File: src/rtl/tx_am_sample_pacer.sv
// AM sample pacer: buffers AM words in a FIFO, primes it, then releases one
// sample every RATE_DIV clocks to the modulator; also latches NCO frequency words.
module tx_am_sample_pacer #(
  parameter int SAMPLE_WIDTH = 16,
  parameter int DEPTH        = 16,
  parameter int PRIME        = 8,
  parameter int RATE_DIV     = 4
) (
  input  logic                    clk,
  input  logic                    rst,
  input  logic [31:0]             input_am,
  input  logic                    input_am_stb,
  output logic                    input_am_ack,
  input  logic [31:0]             input_freq,
  input  logic                    input_freq_stb,
  output logic                    input_freq_ack,
  output logic [SAMPLE_WIDTH-1:0] output_sample,
  output logic                    output_sample_stb,
  output logic [31:0]             output_freq,
  output logic                    output_freq_stb,
  output logic                    output_running,
  output logic [15:0]             output_underrun_count
);

  localparam int PTR_W  = $clog2(DEPTH);
  localparam int FILL_W = PTR_W + 1;
  localparam int DIV_W  = $clog2(RATE_DIV);

  localparam logic [FILL_W-1:0] DEPTH_F  = FILL_W'(DEPTH);
  localparam logic [FILL_W-1:0] PRIME_F  = FILL_W'(PRIME);
  localparam logic [DIV_W-1:0]  DIV_LAST = DIV_W'(RATE_DIV - 1);

  typedef enum logic {
    IDLE,
    RUN
  } state_e;

  state_e                  state_q, state_d;
  logic [DIV_W-1:0]        div_q, div_d;
  logic [FILL_W-1:0]       fill_q, fill_d;
  logic [PTR_W-1:0]        wr_ptr_q, wr_ptr_d;
  logic [PTR_W-1:0]        rd_ptr_q, rd_ptr_d;
  logic [SAMPLE_WIDTH-1:0] sample_q, sample_d;
  logic                    sample_stb_q, sample_stb_d;
  logic [31:0]             freq_q, freq_d;
  logic                    freq_stb_q, freq_stb_d;
  logic [15:0]             underrun_q, underrun_d;

  logic [SAMPLE_WIDTH-1:0] mem_q [DEPTH];

  logic am_push;
  logic am_pop;
  logic freq_push;
  logic unused_am_hi;

  // Backpressure looks only at the registered fill, so a full FIFO refuses
  // a word even on the cycle it is popping.
  assign input_am_ack   = !rst && (fill_q < DEPTH_F);
  assign input_freq_ack = !rst;
  assign am_push        = input_am_stb && input_am_ack;
  assign freq_push      = input_freq_stb && input_freq_ack;
  assign unused_am_hi   = ^input_am[31:SAMPLE_WIDTH];

  // NOTE: every variable gets a default at the top of always_comb; a path
  // that leaves one unassigned would infer a latch.
  always_comb begin
    state_d      = state_q;
    div_d        = div_q;
    am_pop       = 1'b0;
    sample_d     = sample_q;
    sample_stb_d = 1'b0;
    underrun_d   = underrun_q;

    case (state_q)
      IDLE: begin
        div_d = '0;
        if (fill_q >= PRIME_F) state_d = RUN;
      end
      RUN: begin
        if (div_q == DIV_LAST) begin
          div_d = '0;
          if (fill_q != '0) begin
            am_pop       = 1'b1;
            sample_d     = mem_q[rd_ptr_q];
            sample_stb_d = 1'b1;
          end else begin
            state_d = IDLE;
            if (underrun_q != 16'hFFFF) underrun_d = underrun_q + 16'd1;
          end
        end else begin
          div_d = div_q + DIV_W'(1);
        end
      end
      default: state_d = IDLE;
    endcase
  end

  always_comb begin
    fill_d   = fill_q;
    wr_ptr_d = wr_ptr_q;
    rd_ptr_d = rd_ptr_q;
    if (am_push) wr_ptr_d = wr_ptr_q + PTR_W'(1);
    if (am_pop)  rd_ptr_d = rd_ptr_q + PTR_W'(1);
    case ({am_push, am_pop})
      2'b10:   fill_d = fill_q + FILL_W'(1);
      2'b01:   fill_d = fill_q - FILL_W'(1);
      default: fill_d = fill_q;
    endcase

    freq_d     = freq_push ? input_freq : freq_q;
    freq_stb_d = freq_push;
  end

  // NOTE: state registers use non-blocking assignments so every flop samples
  // pre-edge values regardless of block ordering.
  always_ff @(posedge clk) begin
    if (rst) begin
      state_q      <= IDLE;
      div_q        <= '0;
      fill_q       <= '0;
      wr_ptr_q     <= '0;
      rd_ptr_q     <= '0;
      sample_q     <= '0;
      sample_stb_q <= 1'b0;
      freq_q       <= '0;
      freq_stb_q   <= 1'b0;
      underrun_q   <= '0;
    end else begin
      state_q      <= state_d;
      div_q        <= div_d;
      fill_q       <= fill_d;
      wr_ptr_q     <= wr_ptr_d;
      rd_ptr_q     <= rd_ptr_d;
      sample_q     <= sample_d;
      sample_stb_q <= sample_stb_d;
      freq_q       <= freq_d;
      freq_stb_q   <= freq_stb_d;
      underrun_q   <= underrun_d;
    end
  end

  // NOTE: the sample storage has no reset; clearing fill and pointers already
  // makes stale entries unreachable, and leaving it unreset lets it map to RAM.
  always_ff @(posedge clk) begin
    if (am_push) mem_q[wr_ptr_q] <= input_am[SAMPLE_WIDTH-1:0];
  end

  assign output_sample         = sample_q;
  assign output_sample_stb     = sample_stb_q;
  assign output_freq           = freq_q;
  assign output_freq_stb       = freq_stb_q;
  assign output_running        = (state_q == RUN);
  assign output_underrun_count = underrun_q;

endmodule

File: config.mk
export PLATFORM = sky130hd
export DESIGN_NAME = tx_am_sample_pacer
export DESIGN_NICKNAME = d
export VERILOG_FILES = /design/src/rtl/tx_am_sample_pacer.sv
export SDC_FILE = /design/constraint.sdc
export NUM_CORES = 1
export LEC_CHECK = 0
export CELL_PAD_IN_SITES_DETAIL_PLACEMENT = 0
export CELL_PAD_IN_SITES_GLOBAL_PLACEMENT = 1
export CORE_ASPECT_RATIO = 1.25
export CORE_UTILIZATION = 51
export CTS_BUF_LIST = sky130_fd_sc_hd__clkbuf_4 sky130_fd_sc_hd__clkbuf_8 sky130_fd_sc_hd__clkbuf_16
export DETAILED_ROUTE_END_ITERATION = 10
export PLACE_DENSITY_LB_ADDON = 0.3
export SETUP_SLACK_MARGIN = 0.15
export SYNTH_ARGS = -nofsm -noshare
export SYNTH_HDL_FRONTEND = slang
export SYNTH_SLANG_ARGS = --single-unit
File: constraint.sdc
create_clock -name clk -period 7.3 [get_ports clk]
set_clock_uncertainty 0.1 [all_clocks]
set_input_delay 1.46 -clock clk [delete_from_list [all_inputs] [get_ports clk]]
set_output_delay 1.46 -clock clk [all_outputs]
set_load 0.03 [all_outputs]
======== After elaboration in Yosys (flattened, before gate mapping) ========
Memories as Yosys holds them, arrays and structs flattened. A register that Yosys moved wholly into a read port is not among the register bits.
Cells that the tools add are included.
word-level totals
  memories ................................ 1
  logic and storage cells ................. 43
  latch bits .............................. 0
  RAM bits ................................ 256
  ROM bits ................................ 0
  register bits after elaboration ......... 66
  output and inout bits ................... 69
memories
  memory  words  width  read ports  clocked after Yosys merged registers in  write ports  line  RTL
  mem_q   16     16     1           1                                        1            49    logic [SAMPLE_WIDTH-1:0] mem_q [DEPTH];
operators by class
  magnitude comparators ................... 2
  bitwise gates (word level) .............. 2
  reductions and logical operators ........ 8
  div/mod/pow operators ................... 0
  multipliers ............................. 0
  equality and inequality tests ........... 4
  shifts and indexed selects .............. 0
  add/sub/neg operators ................... 6
  muxes and demuxes ....................... 11
operators with widths
  kind                                                  number
  adder 16 x 1 -> 16 bit (second input constant)        1
  inequality test 16 bit (second input constant)        1
  one-hot mux 5 bit (2 select lines)                    1
  adder 4 x 1 -> 4 bit (second input constant)          2
  2-to-1 mux 1 bit                                      7
  adder 5 x 1 -> 5 bit (second input constant)          1
  >= comparator 5 x 4 -> 1 bit (second input constant)  1
  less-than comparator 5 bit (second input constant)    1
  nonzero test 5 bit                                    1
  subtractor 5 x 1 -> 5 bit (second input constant)     1
  equality test 2 bit (second input constant)           2
  one-hot mux 2 bit (2 select lines)                    1
  AND reduction 4 bit                                   1
  logical AND 1 bit                                     3
  AND reduction 3 bit                                   1
  adder 2 x 1 -> 2 bit (second input constant)          1
  equality test 2 x 1 -> 1 bit (second input constant)  1
  2-to-1 mux 2 bit                                      1
  inverter 1 bit                                        2
  one-hot mux 1 bit (2 select lines)                    1
  nonzero test 2 bit                                    1
  zero test 1 bit                                       1

======== Logic depth before layout (Yosys ltp) ========
  depth in word-level cells ............... 6
  mapped depth ............................ 14
  gate-level depth less buffers ........... 12

======== Least setup slack after synthesis ========
OpenSTA, ideal clock, no wires.
  kind .................................... input port to flip-flop
  from .................................... in rst
  to ...................................... mem mem_q[3][0], enable pin
  library setup time ...................... 0.409 ns
  stages .................................. 6
  buffers on the path ..................... 2
  slack ................................... 3.108 ns
  data arrival time ....................... 3.683 ns
  path through ............................ buf_6 nor2_1 and2_1 buf_2 nand2_1 nor3_1
on the way
  word-level cells in the longest chain between the ends .. 5
RTL lines
  item                                    line  RTL
  start: declaration                      10    input logic rst,
  zero test 1 bit                         58    assign input_am_ack = !rst && (fill_q < DEPTH_F);
  logical AND 1 bit                       58
  via input_am_ack                        13    output logic input_am_ack,
  logical AND 1 bit                       60    assign am_push = input_am_stb && input_am_ack;
  2-to-1 mux 1 bit                        145   if (am_push) mem_q[wr_ptr_q] <= input_am[SAMPLE_WIDTH-1:0];
  2-to-1 mux 1 bit (not written as such)  145
  end: declaration                        49
The timed path passes the listed nets, and every way through them passes these cells.

======== Final worst setup path ========
  from .................................... in rst
  to ...................................... out input_freq_ack
on the way
  word-level cells in the longest chain between the ends .. 1
RTL lines
  item              line  RTL
  zero test 1 bit   59    assign input_freq_ack = !rst;
  end: declaration  16    output logic input_freq_ack,
Every way passes these cells.

==> results.yml <==
cts:
  clockBufferDepth: 3
  cts_hold_buf: 0
  clk_pin_slew_ns: 0.06
  clkLatencyLatePin_ns: 0.56
  cts_buffers: 31
  cts_tree: "yes"
  cts_num_sinks: 338
  post_cts_buffers: 0
  cts_root_buf: "clkbuf_16"
  ctsResizeCount: 0
  cts.htree.levels: 1
synthesis:
  synth_nets: 956
  yosysSeqAreaShare_pct: 70.84
  synth-main-ff-cell: "edfxtp_1"
  synth_area_um2: 13170
  yosys.cell_types.count: 56
  ys_seq_elements: 338
  yosysWarnings: 0
  syn_avg_cell_area_um2: 15.00
  async_reset_ff_share_pct: 0
  synth_cells: 878
  synth-edff-count: 256
critical_path:
  arrival_ns: 3.05
  ff2ff_setup_slack_ns: 4.03
  critPathLaunchType: "input port"
  r2r-start: "fill_q[2]"
  path_class: "in2out"
  crit_chain: "buf_2 > inv_1 > clkdlybuf4s50_1"
  worstPathRequired_ns: 5.74
  path_max_fanout: 19
  cp-startpoint: "rst"
  critPathCapture: "input_freq_ack"
  critPathTopFamily: "buffers and inverters"
  slowest_delay_ns: 0.82
  crit_path_end_kind: "primary output"
  reg2reg_depth: 11
  path_buf_inv: 3
  slowest_stage: "clkdlybuf4s50_1"
  r2r-end: "fill_q[4]"
  cp_num_cells: 3
die:
  core_area_um2: 25290
  die-area_um2: 26470
  dieHeight_um: 181.7
  dieWidth_um: 145.7
  io_pins: 137
  initial_core_util_pct: 52.07
  rows: 65
layout:
  syn2layout_area_growth_pct: 18.66
  final_common_cell: "edfxtp_1"
  seqCellArea_um2: 9333
  diodes: 0
  fin_nets: 1067
  multi_input_area_um2: 3612
  final_cells: 1348
  drive_gt1_share_pct: 9.477
  fill_cells: 1905
  layout_common_cells: "edfxtp_1 (256), mux2i_1 (162), clkdlybuf4s50_1 (118)"
routing:
  dr.pass1.iters: 5
  post_drt_wl_per_cell_um: 19.87
  via_per_inst: 5.562
  drt_wl_total_mm: 26.79
  vias: 7498
  antenna_left: 0
  drc: 0
  drt-initial-drc-count: 414
flow_run:
  cap_violations: 0
placed_design:
  portBuffers: 120
  place_ws_ns: 2.702
  hpwlAfterDp_mm: 15.28
  gp_congestion: 0.7508
  dp_cells: 1291
sta:
  rsz0062_at_grt: "no"
  slew_headroom_pct: 19.06
  final.min_clock_period_ns: 4.606
  setup_viol: 0
  tns_ns: 0
  worst_slew_pin_slew_ns: 1.213
  worst_hold_slack_ns: 0.3385
  hold_violations: 0
  period_share_pct: 63.09
  clock.fmax_mhz: 217.1
  setup_slack_ns: 2.694
  drv_slew: 0
power_and_ir_drop:
  max-vdd-ir-drop_mv: 0.2210
  finalPower_mw: 3.799
  p_per_area_nw_per_um2: 243.1
  leakage_nw: 4.978
grt:
  grt_pass1_vias: 7366
  grt_start_max_net_pins: 71
  grt_usage_pct: 20.26
  antenna_found_initial: 0
  grt-ovfl-total: 0
  grt_pass1_wl_mm: 40.83
outcome:
  status: "finished clean"
min_path:
  min_from: "div_q[0]"
  hp-class: "reg2reg"
power breakdown:
group          internal [mW]  switching [mW]  leakage (nW)
registers               2.09          0.0101          2.97
clock network          0.858           0.692         0.462
logic                 0.0644          0.0872          1.54
per-stage QoR:
| stage | cell area (um^2) | util [%] |
|---|---|---|
| finish | 15630 | 61.78 |
| global route | 15630 | 61.78 |
| CTS | 15630 | 61.78 |
| detailed placement | 14640 | 57.89 |
| global placement | 14640 | 57.89 |
| floorplan | 13170 | - |
logic make-up after synthesis:
kind of cell / after synthesis / share of synthesized area, %
buf+inv: 57 / 2.109
xor+xnor: 17 / 1.131
flops: 338 / 70.84
simple gates: 168 / 6.575
fa+ha+maj: 10 / 0.9501
mux: 166 / 12.66
compound gates: 122 / 5.739
metal layers:
metal	GRT usage (%)	vias to the layer above	wire, um
li1	-	3571	-
met1	25.98	3691	11560
met2	34.74	198	13050
met3	3.869	38	1491
met4	6.400	0	685
met5	0	-	0
registers in the layout, summed over array words and instances (netlist names):
| name | cells |
|---|---|
| rd_ptr_q | 4 |
| output_freq_stb | 1 |
| fill_q | 5 |
| div_q | 2 |
| wr_ptr_q | 4 |
| output_running | 1 |
| mem_q | 256 |
| output_freq | 32 |
| output_underrun_count | 16 |
| output_sample_stb | 1 |
| output_sample | 16 |
cell usage after synthesis, types with 7 or more instances:
cell | instances | area, um^2
xnor2_1 | 11 | 96.34
nand2_1 | 22 | 82.58
edfxtp_1 | 256 | 7687
nor4_1 | 19 | 118.9
a21oi_1 | 24 | 120.1
dfxtp_1 | 82 | 1642
mux2i_1 | 162 | 1622
nor2_1 | 77 | 289.0
buf_2 | 27 | 135.1
o22ai_1 | 65 | 406.6
o21ai_0 | 18 | 90.09
nor2b_1 | 7 | 43.79
ha_1 | 10 | 125.1
clkbuf_1 | 14 | 52.55
worst min-delay path by stage:
| stage | end | cells past startpoint |
|---|---|---|
| global route | div_q[0] | 1 |
| floorplan | div_q[0] | 1 |
| global placement | div_q[0] | 1 |
| detailed placement | div_q[0] | 1 |
| finish | div_q[0] | 1 |
| CTS | div_q[0] | 1 |
area by class of cell:
type / instances / area share (%)
clock buffers: 33 / 5.060
clock inverters: 24 / 1.241
inverters: 7 / 0.1681
multi-input cells: 483 / 23.12
flip-flops and latches: 338 / 59.72
well taps: 335 / 2.682
repair buffers: 128 / 8.007
worst reg2reg max path, delay by kind of cell (launching register included):
family	cells	cell delay, ns
AO/OA/AOI/OAI	4	0.74
XOR/XNOR	1	0.18
adder cells (fa/ha/maj)	2	0.69
buffers and inverters	1	0.54
flip-flops	1	0.52
AND/OR/NAND/NOR	3	0.40
Power figures use the tool's default switching activity.
